<file path="config.mk">
export PLATFORM = sky130hd
export DESIGN_NAME = control_hazard_pipeline_flat
export DESIGN_NICKNAME = d
export VERILOG_FILES = /design/src/rtl/control_hazard_pipeline_if.sv /design/src/rtl/control_hazard_pipeline.sv /design/src/flat_wrapper.sv
export SDC_FILE = /design/constraint.sdc
export NUM_CORES = 1
export LEC_CHECK = 0
export CAP_MARGIN = 5
export CORE_UTILIZATION = 46
export CTS_BUF_LIST = sky130_fd_sc_hd__clkbuf_4
export CTS_CLUSTER_SIZE = 40
export DETAILED_ROUTE_END_ITERATION = 7
export PLACE_DENSITY = 0.87
export SLEW_MARGIN = 20
export SYNTH_ARGS = -nofsm -noshare
export SYNTH_HDL_FRONTEND = slang
export SYNTH_SLANG_ARGS = --single-unit
export TNS_END_PERCENT = 1
</file>
<file path="constraint.sdc">
create_clock -name clk -period 3.15 [get_ports clk]
set_input_delay 0.4725 -clock clk [delete_from_list [all_inputs] [get_ports clk]]
set_output_delay 0.4725 -clock clk [all_outputs]
set_load 0.02 [all_outputs]
</file>
<file path="src/rtl/control_hazard_pipeline_if.sv">
// Decoder-to-pipeline control bundle for the instruction sitting in ID.
// The decoder drives it (master); the hazard/pipeline block consumes it (slave).
interface control_hazard_pipeline_if #(
  parameter int REG_ADDR_WIDTH = 5,
  parameter int ALU_OP_WIDTH   = 2
);
  logic                      id_jump;
  logic                      id_mem_to_reg;
  logic                      id_mem_write;
  logic                      id_branch;
  logic                      id_alu_src;
  logic                      id_reg_dst;
  logic                      id_reg_write;
  logic [ALU_OP_WIDTH-1:0]   id_alu_op;
  logic [REG_ADDR_WIDTH-1:0] id_rs;
  logic [REG_ADDR_WIDTH-1:0] id_rt;
  logic [REG_ADDR_WIDTH-1:0] id_rd;

  modport master (
    output id_jump, id_mem_to_reg, id_mem_write, id_branch, id_alu_src,
           id_reg_dst, id_reg_write, id_alu_op, id_rs, id_rt, id_rd
  );
  modport slave (
    input  id_jump, id_mem_to_reg, id_mem_write, id_branch, id_alu_src,
           id_reg_dst, id_reg_write, id_alu_op, id_rs, id_rt, id_rd
  );
endinterface

</file>
<file path="src/rtl/control_hazard_pipeline.sv">
// ID/EX, EX/MEM, MEM/WB control registers of the 5-stage MIPS core with
// load-use stall, branch/jump squash and EX-stage operand forwarding.

// One forwarding select per ALU operand: EX/MEM beats MEM/WB, $0 never forwards.
module fwd_unit #(
  parameter int W = 5
) (
  input  logic [W-1:0] src,
  input  logic         mem_reg_write,
  input  logic [W-1:0] mem_write_reg,
  input  logic         wb_reg_write,
  input  logic [W-1:0] wb_write_reg,
  output logic [1:0]   sel
);
  always_comb begin
    sel = 2'b00;
    if (mem_reg_write && (mem_write_reg != '0) && (mem_write_reg == src))
      sel = 2'b10;
    else if (wb_reg_write && (wb_write_reg != '0) && (wb_write_reg == src))
      sel = 2'b01;
  end
endmodule

module control_hazard_pipeline #(
  parameter int REG_ADDR_WIDTH = 5,
  parameter int ALU_OP_WIDTH   = 2
) (
  input  logic                       clk,
  input  logic                       rst,
  control_hazard_pipeline_if.slave   id_bus,
  input  logic                       ex_branch_taken,
  output logic                       stall_f,
  output logic                       flush_d,
  output logic                       ex_mem_to_reg,
  output logic                       ex_mem_write,
  output logic                       ex_branch,
  output logic                       ex_alu_src,
  output logic                       ex_reg_write,
  output logic [ALU_OP_WIDTH-1:0]    ex_alu_op,
  output logic [REG_ADDR_WIDTH-1:0]  ex_rs,
  output logic [REG_ADDR_WIDTH-1:0]  ex_rt,
  output logic [REG_ADDR_WIDTH-1:0]  ex_write_reg,
  output logic                       mem_mem_write,
  output logic                       mem_mem_to_reg,
  output logic                       mem_reg_write,
  output logic [REG_ADDR_WIDTH-1:0]  mem_write_reg,
  output logic                       wb_mem_to_reg,
  output logic                       wb_reg_write,
  output logic [REG_ADDR_WIDTH-1:0]  wb_write_reg,
  output logic [1:0]                 forward_a,
  output logic [1:0]                 forward_b
);
  localparam int NUM_OPS = 2;

  typedef struct packed {
    logic                      mem_to_reg;
    logic                      mem_write;
    logic                      branch;
    logic                      alu_src;
    logic                      reg_write;
    logic [ALU_OP_WIDTH-1:0]   alu_op;
    logic [REG_ADDR_WIDTH-1:0] rs;
    logic [REG_ADDR_WIDTH-1:0] rt;
    logic [REG_ADDR_WIDTH-1:0] write_reg;
  } idex_t;

  typedef struct packed {
    logic                      mem_write;
    logic                      mem_to_reg;
    logic                      reg_write;
    logic [REG_ADDR_WIDTH-1:0] write_reg;
  } exmem_t;

  typedef struct packed {
    logic                      mem_to_reg;
    logic                      reg_write;
    logic [REG_ADDR_WIDTH-1:0] write_reg;
  } memwb_t;

  idex_t  idex_q, idex_d, id_pkt;
  exmem_t exmem_q;
  memwb_t memwb_q;

  logic use_rs, use_rt, ex_load, lu;

  always_comb begin
    id_pkt            = '0;
    id_pkt.mem_to_reg = id_bus.id_mem_to_reg;
    id_pkt.mem_write  = id_bus.id_mem_write;
    id_pkt.branch     = id_bus.id_branch;
    id_pkt.alu_src    = id_bus.id_alu_src;
    id_pkt.reg_write  = id_bus.id_reg_write;
    id_pkt.alu_op     = id_bus.id_alu_op;
    id_pkt.rs         = id_bus.id_rs;
    id_pkt.rt         = id_bus.id_rt;
    id_pkt.write_reg  = id_bus.id_reg_dst ? id_bus.id_rd : id_bus.id_rt;
  end

  // rt is a real source for R-type, beq and sw; immediate ALU ops and loads ignore it.
  assign use_rs  = !id_bus.id_jump;
  assign use_rt  = !id_bus.id_jump && (!id_bus.id_alu_src || id_bus.id_mem_write);
  // Stores also raise MemtoReg, so RegWrite is what marks a real load.
  assign ex_load = idex_q.mem_to_reg && idex_q.reg_write;
  assign lu      = ex_load && (idex_q.write_reg != '0) &&
                   ((use_rs && (id_bus.id_rs == idex_q.write_reg)) ||
                    (use_rt && (id_bus.id_rt == idex_q.write_reg)));

  always_comb begin
    stall_f = 1'b0;
    flush_d = 1'b0;
    idex_d  = id_pkt;
    if (rst) begin
      idex_d = '0;
    end else if (ex_branch_taken) begin
      flush_d = 1'b1;
      idex_d  = '0;
    end else if (lu) begin
      stall_f = 1'b1;
      idex_d  = '0;
    end else if (id_bus.id_jump) begin
      flush_d = 1'b1;
    end
  end

  always_ff @(posedge clk) begin
    if (rst) begin
      idex_q  <= '0;
      exmem_q <= '0;
      memwb_q <= '0;
    end else begin
      idex_q  <= idex_d;
      exmem_q <= '{mem_write:  idex_q.mem_write,  mem_to_reg: idex_q.mem_to_reg,
                   reg_write:  idex_q.reg_write,  write_reg:  idex_q.write_reg};
      memwb_q <= '{mem_to_reg: exmem_q.mem_to_reg, reg_write: exmem_q.reg_write,
                   write_reg:  exmem_q.write_reg};
    end
  end

  assign ex_mem_to_reg  = idex_q.mem_to_reg;
  assign ex_mem_write   = idex_q.mem_write;
  assign ex_branch      = idex_q.branch;
  assign ex_alu_src     = idex_q.alu_src;
  assign ex_reg_write   = idex_q.reg_write;
  assign ex_alu_op      = idex_q.alu_op;
  assign ex_rs          = idex_q.rs;
  assign ex_rt          = idex_q.rt;
  assign ex_write_reg   = idex_q.write_reg;
  assign mem_mem_write  = exmem_q.mem_write;
  assign mem_mem_to_reg = exmem_q.mem_to_reg;
  assign mem_reg_write  = exmem_q.reg_write;
  assign mem_write_reg  = exmem_q.write_reg;
  assign wb_mem_to_reg  = memwb_q.mem_to_reg;
  assign wb_reg_write   = memwb_q.reg_write;
  assign wb_write_reg   = memwb_q.write_reg;

  logic [NUM_OPS-1:0][REG_ADDR_WIDTH-1:0] ex_src;
  logic [NUM_OPS-1:0][1:0]                fwd;

  assign ex_src = {idex_q.rt, idex_q.rs};

  for (genvar g = 0; g < NUM_OPS; g++) begin : g_fwd
    fwd_unit #(.W(REG_ADDR_WIDTH)) u_fwd (
      .src           (ex_src[g]),
      .mem_reg_write (exmem_q.reg_write),
      .mem_write_reg (exmem_q.write_reg),
      .wb_reg_write  (memwb_q.reg_write),
      .wb_write_reg  (memwb_q.write_reg),
      .sel           (fwd[g])
    );
  end

  assign forward_a = fwd[0];
  assign forward_b = fwd[1];
endmodule
</file>
<file path="src/flat_wrapper.sv">
// flat-port wrapper written by rule: the top's interface ports become plain ports
module control_hazard_pipeline_flat 
#(
  parameter int REG_ADDR_WIDTH = 5,
  parameter int ALU_OP_WIDTH   = 2
)
  (clk, rst, ex_branch_taken, stall_f, flush_d, ex_mem_to_reg, ex_mem_write, ex_branch, ex_alu_src, ex_reg_write, ex_alu_op, ex_rs, ex_rt, ex_write_reg, mem_mem_write, mem_mem_to_reg, mem_reg_write, mem_write_reg, wb_mem_to_reg, wb_reg_write, wb_write_reg, forward_a, forward_b, id_bus_id_jump, id_bus_id_mem_to_reg, id_bus_id_mem_write, id_bus_id_branch, id_bus_id_alu_src, id_bus_id_reg_dst, id_bus_id_reg_write, id_bus_id_alu_op, id_bus_id_rs, id_bus_id_rt, id_bus_id_rd);
  control_hazard_pipeline_if #(.REG_ADDR_WIDTH(REG_ADDR_WIDTH), .ALU_OP_WIDTH(ALU_OP_WIDTH)) id_bus_i ();
  input  logic clk;
  input  logic rst;
  input  logic ex_branch_taken;
  output logic stall_f;
  output logic flush_d;
  output logic ex_mem_to_reg;
  output logic ex_mem_write;
  output logic ex_branch;
  output logic ex_alu_src;
  output logic ex_reg_write;
  output logic [ALU_OP_WIDTH-1:0] ex_alu_op;
  output logic [REG_ADDR_WIDTH-1:0] ex_rs;
  output logic [REG_ADDR_WIDTH-1:0] ex_rt;
  output logic [REG_ADDR_WIDTH-1:0] ex_write_reg;
  output logic mem_mem_write;
  output logic mem_mem_to_reg;
  output logic mem_reg_write;
  output logic [REG_ADDR_WIDTH-1:0] mem_write_reg;
  output logic wb_mem_to_reg;
  output logic wb_reg_write;
  output logic [REG_ADDR_WIDTH-1:0] wb_write_reg;
  output logic [1:0] forward_a;
  output logic [1:0] forward_b;
  input wire logic [$bits(id_bus_i.id_jump)-1:0] id_bus_id_jump;
  input wire logic [$bits(id_bus_i.id_mem_to_reg)-1:0] id_bus_id_mem_to_reg;
  input wire logic [$bits(id_bus_i.id_mem_write)-1:0] id_bus_id_mem_write;
  input wire logic [$bits(id_bus_i.id_branch)-1:0] id_bus_id_branch;
  input wire logic [$bits(id_bus_i.id_alu_src)-1:0] id_bus_id_alu_src;
  input wire logic [$bits(id_bus_i.id_reg_dst)-1:0] id_bus_id_reg_dst;
  input wire logic [$bits(id_bus_i.id_reg_write)-1:0] id_bus_id_reg_write;
  input wire logic [$bits(id_bus_i.id_alu_op)-1:0] id_bus_id_alu_op;
  input wire logic [$bits(id_bus_i.id_rs)-1:0] id_bus_id_rs;
  input wire logic [$bits(id_bus_i.id_rt)-1:0] id_bus_id_rt;
  input wire logic [$bits(id_bus_i.id_rd)-1:0] id_bus_id_rd;
  assign id_bus_i.id_jump = id_bus_id_jump;
  assign id_bus_i.id_mem_to_reg = id_bus_id_mem_to_reg;
  assign id_bus_i.id_mem_write = id_bus_id_mem_write;
  assign id_bus_i.id_branch = id_bus_id_branch;
  assign id_bus_i.id_alu_src = id_bus_id_alu_src;
  assign id_bus_i.id_reg_dst = id_bus_id_reg_dst;
  assign id_bus_i.id_reg_write = id_bus_id_reg_write;
  assign id_bus_i.id_alu_op = id_bus_id_alu_op;
  assign id_bus_i.id_rs = id_bus_id_rs;
  assign id_bus_i.id_rt = id_bus_id_rt;
  assign id_bus_i.id_rd = id_bus_id_rd;
  control_hazard_pipeline #(.REG_ADDR_WIDTH(REG_ADDR_WIDTH), .ALU_OP_WIDTH(ALU_OP_WIDTH)) u_core (.clk(clk), .rst(rst), .id_bus(id_bus_i), .ex_branch_taken(ex_branch_taken), .stall_f(stall_f), .flush_d(flush_d), .ex_mem_to_reg(ex_mem_to_reg), .ex_mem_write(ex_mem_write), .ex_branch(ex_branch), .ex_alu_src(ex_alu_src), .ex_reg_write(ex_reg_write), .ex_alu_op(ex_alu_op), .ex_rs(ex_rs), .ex_rt(ex_rt), .ex_write_reg(ex_write_reg), .mem_mem_write(mem_mem_write), .mem_mem_to_reg(mem_mem_to_reg), .mem_reg_write(mem_reg_write), .mem_write_reg(mem_write_reg), .wb_mem_to_reg(wb_mem_to_reg), .wb_reg_write(wb_reg_write), .wb_write_reg(wb_write_reg), .forward_a(forward_a), .forward_b(forward_b));
endmodule
</file>
==> results.sh, run 1 <==
export IMPL_cp_end_kind="output port"
export IMPL_synth_flop_cell="dfxtp_1"
export IMPL_core_area_um2=3130
export IMPL_gr_usage_met3_pct=3.90
export IMPL_arrival_ns=2.53
export IMPL_period_minus_slack_ns=3.00
export IMPL_fp_row_count=20
export IMPL_cp_max_fo=5
export IMPL_drv_cap=0
export IMPL_p_per_area_nw_per_um2=389
export IMPL_h_tree_depth=2
export IMPL_yosys_area_share_simple_pct=18.1
export IMPL_syn_area_um2=1560
export IMPL_internal_power_mw=0.669
export IMPL_antennaDiodeCount=0
export IMPL_synth_most_common_cell="dfxtp_1"
export IMPL_syn2layout_area_growth_pct=50.6
export IMPL_seq_area_um2=741
export IMPL_die_area_um2=3630
export IMPL_grt_busiest_layer="met2"
export IMPL_hold_path_startpoint="u_core.mem_mem_to_reg$_SDFF_PP0_"
export IMPL_hold_viol=0
export IMPL_clk_pin_slew_ns=0.11
export IMPL_grt_use_total_pct=23.0
export IMPL_reg2reg_from="u_core.ex_write_reg[0]$_SDFF_PP0_"
export IMPL_slew_violations=0
export IMPL_drc_errors=0
export IMPL_synth_area_top_cells="dfxtp_1 (47%), xnor2_1 (9.0%), xor2_1 (7.9%)"
export IMPL_synth_edff_count=0
export IMPL_yosys_area_top_type="dfxtp_1"
export IMPL_synthAdderAreaFrac_pct=0
export IMPL_grt_pass1_wl_mm=6.00
export IMPL_rsz0062_at_grt="no"
export IMPL_worstMarginPinSlew_ns=0.426
export IMPL_async_reset_ff_share_pct=0
export IMPL_synthMuxAreaShare_pct=3.21
export IMPL_fin_cells=277
export IMPL_start_kind="flop"
export IMPL_hold_buffers=0
export IMPL_clock_sinks=37
export IMPL_fillerInstances=233
export IMPL_numCtsBuffers=5
export IMPL_clkLatencyLatePin_ns=0.34
export IMPL_dr_pass1_iters=4
export IMPL_synth_cells=160
export IMPL_synth_xor_area_share_pct=16.8
export IMPL_path_class="flop to output port"
export IMPL_cts_resized=0
export IMPL_power_frac_comb_pct=18.2
export IMPL_grt_antenna_before_repair=0
export IMPL_synth_yosys_seq_area_share_pct=47.4
export IMPL_worst_ep_required_time_ns=2.68
export IMPL_io_pins=70
export IMPL_slew_headroom_pct=71.3
export IMPL_outcome="completed"
export IMPL_vias_per_cell=5.10
export IMPL_routedWlPerCell_um=13.9
export IMPL_synth_ff_latch_count=37
export IMPL_sw_frac_of_total_pct=26.8
export IMPL_clock_skew_ns=0.00518
export IMPL_hold_path_depth=1
export IMPL_yosysUniqueCellTypes=25
export IMPL_grt_ovfl_total=0
export IMPL_routed_wl_mm=3.85
export IMPL_p_leak_nw=0.939
export IMPL_total_power_mw=0.914
export IMPL_pwr_share_clk_pct=26.9
export IMPL_r2r_slack_ns=1.28
export IMPL_cts_setup_buffers=0
export IMPL_multi_input_area_um2=776
export IMPL_dpl_hpwl_mm=2.94
export IMPL_dp_cells=269
export IMPL_ys_warn_count=0
export IMPL_ctsLongestPathBuffers=2
export IMPL_ir_drop_mv=0.252
export IMPL_drt_iter0_drc=72
export IMPL_syn_nets=187
export IMPL_final_nets=259
export IMPL_setup_violations=0
export IMPL_cts_tree="done"
export IMPL_vias=1413
export IMPL_period_share_pct=95.3
export IMPL_globalplace_congestion=0.851
export IMPL_yosys_top_cells_count="dfxtp_1 (37), nand2_1 (19), a21oi_1 (17)"
export IMPL_ant_nets=0
export IMPL_grt_max_degree=23
export IMPL_reg2reg_depth=5
export IMPL_synth_top_area_share_pct=47.4
export IMPL_hp_class="flop to flop"
export IMPL_die_x_um=60.3
export IMPL_synth_compound_area_share_pct=11.1
export IMPL_synth_top_family_by_area="simple AND/OR/NAND/NOR gates"
export IMPL_drive_gt1_share_pct=6.87
export IMPL_p_seq_share_pct=54.9
export IMPL_port_buffers=69
export IMPL_avgSynthCellArea_um2=9.76
export IMPL_r2r_end="u_core.ex_write_reg[4]$_SDFF_PP0_"
export IMPL_die_y_um=60.3
export IMPL_grtUsageMet1_pct=25.8
export IMPL_power_switching_mw=0.245
export IMPL_grt_use_met2_pct=41.1
export IMPL_fin_tns_setup_ns=0
export IMPL_clock_fmax_ghz=0.333
export IMPL_whs_endpoint="u_core.wb_mem_to_reg$_SDFF_PP0_"
export IMPL_clock_root_buffer="clkbuf_4"
export IMPL_start_util_pct=49.9
export IMPL_grt_pass1_vias=1304
[worst max-delay path, cell delays in order, from the launching register on]
cell,delay (ns)
dfxtp_1,0.38
or4_1,0.53
o21ai_1,0.16
nor4_1,0.10
nor4_1,0.34
clkdlybuf4s50_1,0.68
[through the flow]
| stage | util (%) | area, um2 | hold slack [ns] | setup slack (ns) |
|---|---|---|---|---|
| 6_report | 75.2 | 2350 | 0.467 | 0.148 |
| 3_3_place_gp | 73.4 | 2300 | 0.446 | 0.487 |
| 4_1_cts | 75.2 | 2350 | 0.471 | 0.169 |
| 3_5_place_dp | 73.4 | 2300 | 0.458 | 0.479 |
| 5_1_grt | 75.2 | 2350 | 0.479 | 0.105 |
| 2_1_floorplan | - | 1560 | 0.537 | 0.700 |
[cells in the final DEF (no fill, tap or decap), drive strengths merged]
| master | count |
|---|---|
| clkdlybuf4s50 | 69 |
| nor3 | 1 |
| or4 | 5 |
| o21ai | 3 |
| nor2 | 4 |
| nor4 | 4 |
| nand3 | 3 |
| clkbuf | 6 |
| and3 | 1 |
| xor2 | 14 |
| clkinv | 2 |
| nor2b | 15 |
| a2111oi | 5 |
| buf | 4 |
| o22ai | 1 |
| nand2 | 19 |
| xnor2 | 16 |
| a21oi | 17 |
| mux2i | 5 |
| inv | 1 |
| nand4 | 1 |
| dfxtp | 37 |
[routing by layer]
| layer | routed length (um) | vias up |
|---|---|---|
| met4 | 68 | 0 |
| met1 | 1610 | 654 |
| met3 | 199 | 8 |
| met2 | 1970 | 68 |
| li1 | - | 683 |
| met5 | 0 | - |
[cells by family (layout without fill, tap and decap cells)]
kind of cell           count (synthesis)  after routing
AO/OA/AOI/OAI                         26             26
XOR/XNOR                              30             30
buffers and inverters                  9             82
AND/OR/NAND/NOR                       53             53
multiplexers                           5              5
flip-flops                            37             37
[cell type report]
| type | instances | area share [%] |
|---|---|---|
| multi-input combinational | 114 | 33.0 |
| tap | 44 | 2.34 |
| sequential | 37 | 31.5 |
| clock buffer | 6 | 1.92 |
| clock inverter | 2 | 0.426 |
| inverter | 1 | 0.160 |
| timing repair buffer | 73 | 30.7 |
[power groups by stage]
stage	registers, mW	clock network (mW)	logic [mW]
global placement	0.512	0	0.162
global route	0.505	0.265	0.179
floorplan	0.529	0	0.0605
CTS	0.502	0.251	0.167
detailed placement	0.513	0	0.166
finish	0.502	0.246	0.166
[worst max-delay path by stage]
stage,startpoint,endpoint,slack [ns],depth (start not counted)
floorplan,u_core.mem_write_reg[4]$_SDFF_PP0_,forward_a[0],0.70,4
CTS,u_core.mem_write_reg[4]$_SDFF_PP0_,forward_a[0],0.17,5
global placement,id_bus_id_rs[2],stall_f,0.49,6
finish,u_core.mem_write_reg[4]$_SDFF_PP0_,forward_a[0],0.15,5
global route,u_core.mem_write_reg[4]$_SDFF_PP0_,forward_b[0],0.11,5
detailed placement,id_bus_id_rs[3],stall_f,0.48,6
(Power assumes the default switching activity.)
==> inputs of run 2 (changes only) <==
ABC_CLOCK_PERIOD_IN_PS = 3150   (was default)
==> results of run 2 <==
Same layout as run 1: the final DEF is identical, and so are final timing and power.
==> inputs of run 3 (changes only) <==
CAP_MARGIN = 20   (was 5)
CTS_CLUSTER_DIAMETER = 40   (was default)
==> results of run 3 <==
Same layout as run 1: the final DEF is identical, and so are final timing and power.
